## src/rtl/tc_pkg.sv

```systemverilog
// Shared types and default widths for the real-time timebase controller.
package tc_pkg;

  localparam int TC_CNT_W       = 64;
  localparam int TC_DELAY_W     = 32;
  localparam int TC_SYNC_STAGES = 2;

  typedef enum logic [2:0] {
    OP_NOP      = 3'd0,
    OP_LOAD     = 3'd1,
    OP_START    = 3'd2,
    OP_ARM      = 3'd3,
    OP_ARM_TRIG = 3'd4,
    OP_STOP     = 3'd5,
    OP_CLEAR    = 3'd6,
    OP_RESERVED = 3'd7
  } tc_op_e;

  typedef enum logic [1:0] {
    ST_IDLE      = 2'd0,
    ST_ARMED     = 2'd1,
    ST_WAIT_TRIG = 2'd2,
    ST_RUNNING   = 2'd3
  } tc_state_e;

endpackage

```

## src/rtl/tc_trig_sync.sv

```systemverilog
// Synchronizes the asynchronous external trigger and emits a registered
// one-cycle pulse on each rising edge of the synchronized level.
module tc_trig_sync #(
  parameter int SYNC_STAGES = 2
) (
  input  logic clk,
  input  logic rst_n,
  input  logic ext_trig,
  output logic trig_rise
);

  logic [SYNC_STAGES-1:0] sync_q, sync_d;
  logic                   last_q, last_d;
  logic                   rise_q, rise_d;

  // Shift the raw trigger through the chain; edge = new level high, old low.
  always_comb begin
    sync_d = {sync_q[SYNC_STAGES-2:0], ext_trig};
    last_d = sync_q[SYNC_STAGES-1];
    rise_d = sync_q[SYNC_STAGES-1] & ~last_q;
  end

  // Synchronizer, history and edge-pulse registers.
  always_ff @(posedge clk or negedge rst_n) begin
    if (!rst_n) begin
      sync_q <= '0;
      last_q <= 1'b0;
      rise_q <= 1'b0;
    end else begin
      sync_q <= sync_d;
      last_q <= last_d;
      rise_q <= rise_d;
    end
  end

  assign trig_rise = rise_q;

endmodule

```

## src/rtl/time_controller.sv

```systemverilog
// Global timebase: 64-bit run counter plus one-cycle auto_start strobe,
// controlled by a valid/ready command port and an external trigger.
module time_controller
  import tc_pkg::*;
#(
  parameter int CNT_WIDTH   = TC_CNT_W,
  parameter int DELAY_WIDTH = TC_DELAY_W,
  parameter int SYNC_STAGES = TC_SYNC_STAGES
) (
  input  logic                 s_axi_aclk,
  input  logic                 s_axi_aresetn,
  input  logic                 cmd_valid,
  output logic                 cmd_ready,
  input  logic [2:0]           cmd_op,
  input  logic [CNT_WIDTH-1:0] cmd_data,
  input  logic                 ext_trig,
  output logic [CNT_WIDTH-1:0] counter,
  output logic                 auto_start,
  output logic                 running,
  output logic [1:0]           state,
  output logic                 cmd_error,
  output logic                 wrapped
);

  tc_state_e              state_q, state_d;
  logic [CNT_WIDTH-1:0]   counter_q, counter_d;
  logic [DELAY_WIDTH-1:0] delay_q, delay_d;
  logic                   wrapped_q, wrapped_d;
  logic                   auto_start_q, auto_start_d;
  logic                   cmd_error_q, cmd_error_d;
  logic                   cmd_ready_q, cmd_ready_d;
  logic                   trig_rise;
  logic                   cmd_owns_fsm;
  tc_op_e                 op;

  tc_trig_sync #(
    .SYNC_STAGES (SYNC_STAGES)
  ) u_trig_sync (
    .clk       (s_axi_aclk),
    .rst_n     (s_axi_aresetn),
    .ext_trig  (ext_trig),
    .trig_rise (trig_rise)
  );

  // Only an accepted command is decoded; otherwise it reads as NOP.
  assign op = (cmd_valid && cmd_ready_q) ? tc_op_e'(cmd_op) : OP_NOP;

  // Command decode, counting, delay countdown and FSM next state.
  always_comb begin
    state_d      = state_q;
    counter_d    = counter_q;
    delay_d      = delay_q;
    wrapped_d    = wrapped_q;
    cmd_error_d  = 1'b0;
    cmd_ready_d  = 1'b1;
    cmd_owns_fsm = 1'b0;

    if (state_q == ST_RUNNING) begin
      counter_d = counter_q + CNT_WIDTH'(1);
      if (&counter_q) wrapped_d = 1'b1;
    end
    if (state_q == ST_ARMED) delay_d = delay_q - DELAY_WIDTH'(1);

    case (op)
      OP_LOAD: begin
        if (state_q == ST_IDLE) counter_d = cmd_data;
        else cmd_error_d = 1'b1;
      end
      OP_START: begin
        if (state_q == ST_IDLE) state_d = ST_RUNNING;
        else cmd_error_d = 1'b1;
      end
      OP_ARM: begin
        if (state_q == ST_IDLE) begin
          delay_d = cmd_data[DELAY_WIDTH-1:0];
          // Zero delay collapses to an immediate start.
          state_d = (cmd_data[DELAY_WIDTH-1:0] == '0) ? ST_RUNNING : ST_ARMED;
        end else begin
          cmd_error_d = 1'b1;
        end
      end
      OP_ARM_TRIG: begin
        if (state_q == ST_IDLE) state_d = ST_WAIT_TRIG;
        else cmd_error_d = 1'b1;
      end
      OP_STOP: begin
        state_d      = ST_IDLE;
        counter_d    = counter_q;
        wrapped_d    = wrapped_q;
        cmd_owns_fsm = 1'b1;
      end
      OP_CLEAR: begin
        state_d      = ST_IDLE;
        counter_d    = '0;
        wrapped_d    = 1'b0;
        cmd_owns_fsm = 1'b1;
      end
      OP_RESERVED: cmd_error_d = 1'b1;
      default: ;
    endcase

    // STOP/CLEAR beat a same-cycle delay expiry or trigger edge.
    if (!cmd_owns_fsm) begin
      if (state_q == ST_ARMED && delay_q == DELAY_WIDTH'(1)) state_d = ST_RUNNING;
      if (state_q == ST_WAIT_TRIG && trig_rise) state_d = ST_RUNNING;
    end

    auto_start_d = (state_d == ST_RUNNING) && (state_q != ST_RUNNING);
  end

  // State and output registers.
  always_ff @(posedge s_axi_aclk or negedge s_axi_aresetn) begin
    if (!s_axi_aresetn) begin
      state_q      <= ST_IDLE;
      counter_q    <= '0;
      delay_q      <= '0;
      wrapped_q    <= 1'b0;
      auto_start_q <= 1'b0;
      cmd_error_q  <= 1'b0;
      cmd_ready_q  <= 1'b0;
    end else begin
      state_q      <= state_d;
      counter_q    <= counter_d;
      delay_q      <= delay_d;
      wrapped_q    <= wrapped_d;
      auto_start_q <= auto_start_d;
      cmd_error_q  <= cmd_error_d;
      cmd_ready_q  <= cmd_ready_d;
    end
  end

  assign cmd_ready  = cmd_ready_q;
  assign counter    = counter_q;
  assign auto_start = auto_start_q;
  assign running    = (state_q == ST_RUNNING);
  assign state      = state_q;
  assign cmd_error  = cmd_error_q;
  assign wrapped    = wrapped_q;

endmodule

```

## config.mk

```make
export PLATFORM = sky130hd
export DESIGN_NAME = time_controller
export DESIGN_NICKNAME = d
export VERILOG_FILES = /design/src/rtl/tc_pkg.sv /design/src/rtl/tc_trig_sync.sv /design/src/rtl/time_controller.sv
export SDC_FILE = /design/constraint.sdc
export NUM_CORES = 1
export LEC_CHECK = 0
export CAP_MARGIN = 10
export CORE_MARGIN = 1.5
export CORE_UTILIZATION = 45
export DETAILED_ROUTE_END_ITERATION = 8
export PLACE_DENSITY_LB_ADDON = 0.08
export RECOVER_POWER = 25
export SYNTH_ARGS = -nofsm -noshare
export SYNTH_HDL_FRONTEND = slang
export SYNTH_SLANG_ARGS = --single-unit
```

## constraint.sdc

```tcl
create_clock -name s_axi_aclk -period 3.3 [get_ports s_axi_aclk]
set_clock_uncertainty 0.1 [all_clocks]
set_input_delay 0.66 -clock s_axi_aclk [delete_from_list [all_inputs] [get_ports s_axi_aclk]]
set_output_delay 0.66 -clock s_axi_aclk [all_outputs]
set_load 0.005 [all_outputs]
```

==> results of run 1 <==
per-layer routing:
metal	up-vias	share of wire, %	wire [µm]
li1	3474	-	-
met5	-	0	0
met4	0	1.6	367
met2	358	44	10400
met1	3521	46	10800
met3	29	8.6	2020
layout make-up:
| type | instances | area [µm²] |
|---|---|---|
| Timing Repair Buffer | 182 | 1760 |
| Multi-Input combinational cell | 687 | 3960 |
| Fill cell | 1333 | 5750 |
| Tap cell | 184 | 230 |
| Clock inverter | 7 | 66.3 |
| Clock buffer | 9 | 225 |
| Inverter | 14 | 52.6 |
| Sequential cell | 106 | 2650 |
report_power, final:
| group | leakage, nW | internal (mW) | total [mW] | switching [mW] |
|---|---|---|---|---|
| Combinational | 1.79 | 0.728 | 1.24 | 0.514 |
| Clock | 0.145 | 0.535 | 1.09 | 0.559 |
| Sequential | 1.32 | 1.64 | 2.10 | 0.458 |
final timing paths:
| kind | endpoint | slack [ns] | cells after the start |
|---|---|---|---|
| worst max-delay path | counter[38]$_DFFE_PN0P_ | 0.56 | 7 |
| worst min-delay path | u_trig_sync.sync_q[1]$_DFF_PN0_ | 0.26 | 0 |
| worst max register to register | delay_q[27]$_DFF_PN0_ | 0.59 | 7 |
| worst min register to register | u_trig_sync.sync_q[1]$_DFF_PN0_ | 0.26 | 0 |
| max in group asynchronous | counter[38]$_DFFE_PN0P_ | 1.46 | 1 |
| min in group asynchronous | delay_q[16]$_DFF_PN0_ | 0.61 | 1 |
cells by family (layout without fill, tap and decap cells):
family                     count (synthesis)  after routing  synth area share, %
AOI/OAI and AO/OA                        249            249                 21.9
xor gates and xnor gates                  38             38                 4.86
adders and majority gates                  3              3                0.549
buffers and inverters                     67            212                 3.82
muxes                                      5              5                0.786
and+or+nand+nor                          391            391                 29.3
DFF                                      106            106                 38.8
other                                      1              1               0.0548
synth_stat cells, types with 4 or more instances:
cell type	number	area share, %
inv_1	14	0.77
nand3_1	33	2.4
a21o_1	4	0.44
o31ai_1	6	0.66
or3_1	10	0.91
nor2b_1	5	0.46
xor2_1	10	1.3
nand4_1	28	2.6
xnor2_1	28	3.6
and3_1	27	2.5
a21oi_1	52	3.8
nor4_1	31	2.8
and4_1	11	1.4
o21ai_1	4	0.29
o22ai_1	4	0.37
a31oi_1	14	1.3
dfrtp_1	106	39
nor3_1	37	2.7
and2_1	5	0.46
nor2_1	56	3.1
clkbuf_1	48	2.6
a22oi_1	14	1.5
nand2_1	121	6.6
o21ai_0	106	7.8
a32oi_1	10	1.3
worst max-delay path: stages:
cell             delay (ns)
clkdlybuf4s50_1        0.48
nand2_1                0.19
or4_1                  0.73
nand2_1                0.26
nor2_1                 0.06
mux2_2                 0.26
a221o_1                0.25
per-stage QoR:
| stage | utilization (%) | instances | hold slack, ns |
|---|---|---|---|
| after floorplan | - | 860 | 0.231 |
| after global placement | 58.9 | 1173 | 0.236 |
| after detailed placement | 58.9 | 1173 | 0.242 |
| after CTS | 60.9 | 1189 | 0.268 |
| after global routing | 60.9 | 1189 | 0.277 |
| final | 60.9 | 1189 | 0.263 |
state kept, by name (all words and copies together), names as in the netlist:
register,cells
u_trig_sync.trig_rise,1
u_trig_sync.sync_q,2
u_trig_sync.last_q,1
auto_start,1
wrapped,1
delay_q,32
cmd_error,1
cmd_ready,1
counter,64
state,2
==> results by group, run 1 <==
Setup path
  – CP endpoint kind: flip-flop
  – Crit path arrival time: 2.89 ns
  – CP Launch Point: cmd_valid
  – Crit start category: primary input
  – Critical Path RT: 3.45 ns
  – Setup CP Type: in -> reg
  – Crit path max fanout: 8
  – RR Startpoint: delay_q[4]$_DFF_PN0_

Logic synthesis
  – Post-synth EDFFs: 0
  – Synthesized area per cell: 7.96 µm²
  – Yosys reg bits: 106
  – Syn Nets: 934
  – Ys flop type: dfrtp_1
  – Asr flop ratio synth: 100%
  – Ys Warns: 0
  – Mapped cell area: 0.00684 mm²
  – Post-synth cell types: 65
  – Sequential area share after synthesis: 38.8%
  – Post-Syn Instances: 860

Floorplan
  – Die Span Y: 126 µm
  – Die Wd: 126 µm
  – Core box area: 0.0147 mm²
  – # IOs: 142
  – Die area: 0.0160 mm²
  – Initial core utilization: 46.6%
  – Row cnt: 44

Place
  – DP Area: 0.00866 mm²
  – Worst slack, placed: 0.233 ns
  – Post-DP HPWL: 17300 µm
  – Port Buf Inserts: 141
  – Final RePlAce weighted congestion: 0.914

Outcome
  – Failing checks: max-capacitance violations, max-slew violations
  – Status: finished with violations

Final layout
  – Commonest non-fill, non-tap cell in the layout: clkdlybuf4s50_1
  – Commonest non-fill, non-tap cells in the layout: 139 x clkdlybuf4s50_1, 121 x nand2_1, 106 x o21ai_0, 106 x dfrtp_1, 54 x nor2_1
  – Fin nets: 1074
  – Diode count: 0
  – Final Cell Area: 0.00895 mm²
  – P&R area growth vs syn: 30.7%
  – Fraction of layout cells with a size suffix above 1: 7.96%

Global routing
  – Initial antenna violation count: 0
  – Met1 global-route usage: 45.2%
  – GRT met3 Usage: 6.58%
  – Global-route wire length before repair: 37300 µm
  – Vias in the first global route: 6662
  – Busiest grt layer: met1
  – Gr usage total: 29.9%
  – Largest net degree at the start of global routing: 62
  – GRT overflow: 0
  – Met2 GRT Util: 43.9%

Timing
  – Post-route worst setup slack: 0.558 ns
  – Final TNS setup: 0 ns
  – RSZ-0062 raised after global routing: no
  – Slew margin rel.: -13.1%
  – Final Hold Vio Count: 0
  – Peak Freq: 0.365 GHz
  – # setup viols final: 0
  – Final worst path period need: 2.74 ns
  – Slew @ Worst Pin: 1.70 ns
  – Fin crit share: 83.1%
  – Slew Limit Fails: 61

Clock tree
  – CTS sink cnt: 106
  – Number of H-tree levels: 3
  – Post-CTS Setup Bufs: 0
  – CTS tree: built
  – Clock Root Buffer: clkbuf_16
  – Worst-path clk slew: 0.08 ns
  – Max clock buf depth: 2
  – Clk_lat worst skew: 0.36 ns
  – CTS buffer count: 9
  – Hold buffer count at cts: 0
  – Post-CTS resize count: 0

Detailed routing
  – Drt total wl: 23500 µm
  – Drt wl/cell: 19.8 µm
  – Vias post-DR: 7382
  – # DRC: 0
  – Iter 0 DRT Violations: 855
  – Post-route ant nets: 0
  – Pre-antenna DRT Iters: 6
  – Vias/cell: 6.21

Power
  – Overall power: 4.43 mW
  – Cell Pwr Density: 495 mW/mm²
  – Leakage: 3.26 nW
  – Worst VDD drop: 0.000312 V

Worst hold path
  – Hold crit path type: reg -> reg
  – Hold path startpoint: u_trig_sync.sync_q[0]$_DFF_PN0_

Run
  – Maxcap violations: 1
Power figures use the tool's default switching activity.
==> run 2, diff against run 1 <==
clock period = 2.7 ns   (was 3.3 ns; I/O delays follow)
==> results by group, run 2 (synthesis results as in run 1) <==
Outcome
  – Status: finished with violations
  – Failing checks: max-capacitance violations, max-slew violations

Setup path
  – CP Launch Point: delay_q[4]$_DFF_PN0_
  – Crit start category: flip-flop
  – Crit path depth: 6
  – Critical Path RT: 2.84 ns
  – Setup crit end: delay_q[26]$_DFF_PN0_
  – Worst R2R Setup Slack: 0.10 ns
  – Reg2Reg Depth: 6
  – Critical Path Most Common Cell: or4_4
  – Setup CP Type: reg -> reg
  – Critical path's top delay family: simple AND/OR/NAND/NOR gates
  – Crit path arrival time: 2.74 ns
  – RR Startpoint: delay_q[4]$_DFF_PN0_
  – CP Cell Sequence: or4_4, or4_4, or4_4, nor3b_4, xnor2_1, a21oi_1
  – Critical Path Slowest Stage Cell: or4_4
  – CP endpoint kind: flip-flop
  – Reg2reg end: delay_q[26]$_DFF_PN0_
  – Crit-path max cell delay: 0.56 ns
  – Buf/Inv on CP: 0
  – Crit path max fanout: 5

Power
  – Leakage: 3.63 nW
  – Cell Pwr Density: 597 mW/mm²
  – Overall power: 5.69 mW
  – Worst VDD drop: 0.000465 V

Final layout
  – Register area: 0.00265 mm²
  – Commonest non-fill, non-tap cell in the layout: clkdlybuf4s50_1
  – Max reg flops: 64
  – Diode count: 0
  – Non-Filler Instances: 1255
  – Commonest non-fill, non-tap cells in the layout: 139 x clkdlybuf4s50_1, 121 x nand2_1, 106 x o21ai_0, 106 x dfrtp_1, 100 x buf_4
  – Multi-input logic area: 0.00398 mm²
  – Fill count: 1309
  – Fraction of layout cells with a size suffix above 1: 13.6%
  – P&R area growth vs syn: 39.1%
  – Fin nets: 1140

Clock tree
  – Clk_lat worst skew: 0.36 ns
  – CTS sink cnt: 106
  – Worst-path clk slew: 0.07 ns
  – Clock Root Buffer: clkbuf_16
  – Number of H-tree levels: 3
  – CTS tree: built
  – Max clock buf depth: 2
  – CTS buffer count: 9
  – Post-CTS Setup Bufs: 0

Global routing
  – Global-route wire length before repair: 39300 µm
  – Vias in the first global route: 7132
  – Largest net degree at the start of global routing: 56
  – Gr usage total: 31.3%
  – Initial antenna violation count: 0
  – GRT overflow: 0

Place
  – Dpl cells: 1239
  – Post-DP HPWL: 18700 µm
  – Worst slack, placed: -0.0201 ns
  – Port Buf Inserts: 141
  – Final RePlAce weighted congestion: 0.941

Timing
  – Slew margin rel.: -13.3%
  – Slew Limit Fails: 31
  – Final TNS setup: 0 ns
  – Final Hold Vio Count: 0
  – # setup viols final: 0
  – Slew @ Worst Pin: 1.70 ns
  – RSZ-0062 raised after global routing: yes
  – Final worst path period need: 2.60 ns
  – Final hold slack: 0.251 ns
  – Peak Freq: 0.385 GHz
  – Fin crit share: 96.3%
  – Post-route worst setup slack: 0.100 ns

Floorplan
  – Initial core utilization: 46.6%
  – Die Span Y: 126 µm
  – Die area: 0.0160 mm²
  – Die Wd: 126 µm
  – Row cnt: 44
  – Core box area: 0.0147 mm²
  – # IOs: 142

Detailed routing
  – Iter 0 DRT Violations: 692
  – Post-route ant nets: 0
  – Vias/cell: 6.16
  – Pre-antenna DRT Iters: 6
  – Drt total wl: 24800 µm
  – # DRC: 0
  – Drt wl/cell: 19.7 µm
  – Vias post-DR: 7737

Run
  – Maxcap violations: 1

Worst hold path
  – Hold crit path type: reg -> reg
## run 2: final cells by class
type                       count  share of cell area (%)
clock buffer                  11                    2.55
clock inverter                 5                   0.815
inverter                      14                   0.552
multi-input combinational    687                    41.8
sequential                   106                    27.9
tap                          184                    2.42
timing repair buffer         248                    24.0
## run 2: per-layer routing
layer,GRT usage (%),vias up,wire length (µm)
met2,45.5,406,10600
met5,0,-,0
met4,9.60,0,641
li1,-,3591,-
met3,7.25,45,2460
met1,46.3,3695,11100
## run 2: power by group
group,leakage [nW],switching [mW],internal [mW]
clock,0.156,0.645,0.838
sequential,1.32,0.506,2.00
combinational,2.15,0.717,0.979
total,3.63,1.87,3.82
## run 2: timing repair
item	CTS	global route
resized for setup	0	3
hold buffers	0	0
endpoints found under the setup margin	0	2
## run 2: through the flow
stage	cell area (µm²)	utilization, %
after floorplan	6840	-
after global placement	9200	62.6
after detailed placement	9200	62.6
after CTS	9520	64.8
after global routing	9520	64.8
final	9520	64.8
## run 2: how the worst min path moves through the flow
stage / startpoint / depth (start not counted) / endpoint / slack [ns]
after floorplan: s_axi_aresetn / 0 / auto_start$_DFF_PN0_ / 0.14
after global placement: u_trig_sync.sync_q[0]$_DFF_PN0_ / 0 / u_trig_sync.sync_q[1]$_DFF_PN0_ / 0.23
after detailed placement: u_trig_sync.sync_q[0]$_DFF_PN0_ / 0 / u_trig_sync.sync_q[1]$_DFF_PN0_ / 0.24
after CTS: s_axi_aresetn / 1 / delay_q[20]$_DFF_PN0_ / 0.02
after global routing: u_trig_sync.sync_q[0]$_DFF_PN0_ / 0 / u_trig_sync.sync_q[1]$_DFF_PN0_ / 0.27
final: u_trig_sync.sync_q[0]$_DFF_PN0_ / 0 / u_trig_sync.sync_q[1]$_DFF_PN0_ / 0.25
==> run 3, diff against run 2 <==
HOLD_SLACK_MARGIN = 0.03   (was not set)
==> results by group, run 3 (synthesis results as in run 1) <==
Clock tree
  – Max clock buf depth: 2
  – CTS tree: built
  – Worst-path clk slew: 0.07 ns
  – CTS buffer count: 9
  – Post-CTS Setup Bufs: 0
  – CTS sink cnt: 106
  – Number of H-tree levels: 3
  – Clk_lat worst skew: 0.36 ns
  – Clock Root Buffer: clkbuf_16

Timing
  – Post-route worst setup slack: 0.0999 ns
  – Slew Limit Fails: 31
  – Slew @ Worst Pin: 1.73 ns
  – Final Hold Vio Count: 0
  – Peak Freq: 0.385 GHz
  – Fin crit share: 96.3%
  – Slew margin rel.: -15.6%
  – # setup viols final: 0
  – RSZ-0062 raised after global routing: yes
  – Final worst path period need: 2.60 ns

Final layout
  – Diode count: 0
  – Register area: 0.00265 mm²
  – P&R area growth vs syn: 39.3%
  – Core Util, Final: 64.9%
  – Fraction of layout cells with a size suffix above 1: 13.6%
  – Commonest non-fill, non-tap cell in the layout: clkdlybuf4s50_1
  – Multi-input logic area: 0.00398 mm²
  – Fill count: 1309
  – Commonest non-fill, non-tap cells in the layout: 139 x clkdlybuf4s50_1, 121 x nand2_1, 106 x o21ai_0, 106 x dfrtp_1, 100 x buf_4
  – Max reg flops: 64
  – Fin nets: 1141

Setup path
  – Reg2reg end: delay_q[26]$_DFF_PN0_
  – CP endpoint kind: flip-flop
  – Buf/Inv on CP: 0
  – Critical path's top delay family: simple AND/OR/NAND/NOR gates
  – Crit path arrival time: 2.74 ns
  – Crit-path max cell delay: 0.56 ns
  – Reg2Reg Depth: 6
  – CP Launch Point: delay_q[4]$_DFF_PN0_
  – Critical Path RT: 2.84 ns
  – Crit path depth: 6
  – Setup CP Type: reg -> reg
  – CP Cell Sequence: or4_4, or4_4, or4_4, nor3b_4, xnor2_1, a21oi_1
  – Setup crit end: delay_q[26]$_DFF_PN0_
  – Critical Path Slowest Stage Cell: or4_4
  – Worst R2R Setup Slack: 0.1 ns
  – Crit start category: flip-flop
  – Critical Path Most Common Cell: or4_4
  – Crit path max fanout: 5
  – RR Startpoint: delay_q[4]$_DFF_PN0_

Place
  – Post-DP HPWL: 18700 µm
  – Port Buf Inserts: 141
  – Worst slack, placed: -0.0201 ns
  – Final RePlAce weighted congestion: 0.941

Power
  – Worst VDD drop: 0.000465 V
  – Switching power: 1.86 mW
  – Net Sw Frac: 32.8%
  – Logic pwr share: 29.9%
  – Clock group share of total power: 26.0%
  – Sequential Power Share: 44.1%
  – Pint: 3.82 mW
  – Leakage: 3.63 nW
  – Cell Pwr Density: 596 mW/mm²

Detailed routing
  – Vias/cell: 6.16
  – Pre-antenna DRT Iters: 5
  – # DRC: 0
  – Iter 0 DRT Violations: 657
  – Drt total wl: 24700 µm
  – Vias post-DR: 7737
  – Drt wl/cell: 19.6 µm
  – Post-route ant nets: 0

Floorplan
  – Initial core utilization: 46.6%
  – Core box area: 0.0147 mm²
  – Die area: 0.0160 mm²
  – Die Span Y: 126 µm
  – # IOs: 142
  – Row cnt: 44
  – Die Wd: 126 µm

Global routing
  – Gr usage total: 31.3%
  – Vias in the first global route: 7132
  – Global-route wire length before repair: 39300 µm
  – Largest net degree at the start of global routing: 56
  – Initial antenna violation count: 0
  – GRT overflow: 0

Worst hold path
  – Hold crit path type: reg -> reg

Run
  – Maxcap violations: 1

Outcome
  – Failing checks: max-capacitance violations, max-slew violations
  – Status: finished with violations
==> run 3: changes by cell type in the layout (fill, tap and decap cells not counted) <==
cell,change
buf_6,+1
clkbuf_4,-1
dlygate4sd3_1,+1
==> run 3: power groups by stage <==
stage / Sequential (mW) / Clock [mW] / Combinational, mW
floorplan: 2.44 / 0 / 0.725
global placement: 2.51 / 0 / 1.66
detailed placement: 2.51 / 0 / 1.69
CTS: 2.49 / 1.49 / 1.70
global route: 2.58 / 1.56 / 1.87
finish: 2.51 / 1.48 / 1.70
==> run 3: area by class of cell <==
cell class,instances,share of cell area [%]
flip-flops and latches,106,27.8
inverters,14,0.551
repair buffers,249,24.1
clock inverters,5,0.814
well taps,184,2.41
clock buffers,11,2.55
multi-input cells,687,41.8
==> run 3: routing by layer <==
metal,vias to the layer above,GRT usage (%),share of wire [%]
li1,3598,-,-
met1,3678,46.3,44
met2,415,45.5,43
met3,46,7.25,11
met4,0,9.60,2.6
met5,-,0,0
==> run 3: worst min path at each step <==
stage | start | end | slack, ns | cells after the start
3_3_place_gp | u_trig_sync.sync_q[0]$_DFF_PN0_ | u_trig_sync.sync_q[1]$_DFF_PN0_ | 0.23 | 0
2_1_floorplan | s_axi_aresetn | auto_start$_DFF_PN0_ | 0.14 | 0
6_report | u_trig_sync.sync_q[0]$_DFF_PN0_ | u_trig_sync.sync_q[1]$_DFF_PN0_ | 0.25 | 0
4_1_cts | u_trig_sync.sync_q[0]$_DFF_PN0_ | u_trig_sync.sync_q[1]$_DFF_PN0_ | 0.25 | 0
5_1_grt | u_trig_sync.sync_q[0]$_DFF_PN0_ | u_trig_sync.sync_q[1]$_DFF_PN0_ | 0.27 | 0
3_5_place_dp | u_trig_sync.sync_q[0]$_DFF_PN0_ | u_trig_sync.sync_q[1]$_DFF_PN0_ | 0.24 | 0
==> run 3: stage by stage <==
| stage | TNS (ns) | power [mW] | hold slack [ns] | cell area (µm²) | instances |
|---|---|---|---|---|---|
| CTS | 0 | 5.68 | 0.255 | 9530 | 1256 |
| floorplan | 0 | 3.16 | 0.144 | 6840 | 860 |
| global placement | -0.00195 | 4.17 | 0.233 | 9200 | 1239 |
| detailed placement | -0.0458 | 4.20 | 0.244 | 9200 | 1239 |
| finish | 0 | 5.68 | 0.251 | 9530 | 1256 |
| global route | 0 | 6.01 | 0.268 | 9530 | 1256 |
==> run 3: repair_timing <==
| item | CTS | global route |
|---|---|---|
| gates resized for setup | 0 | 3 |
| endpoints found under the hold margin | 12 | 0 |
| hold buffers | 1 | 0 |
| setup endpoints to repair | 0 | 2 |
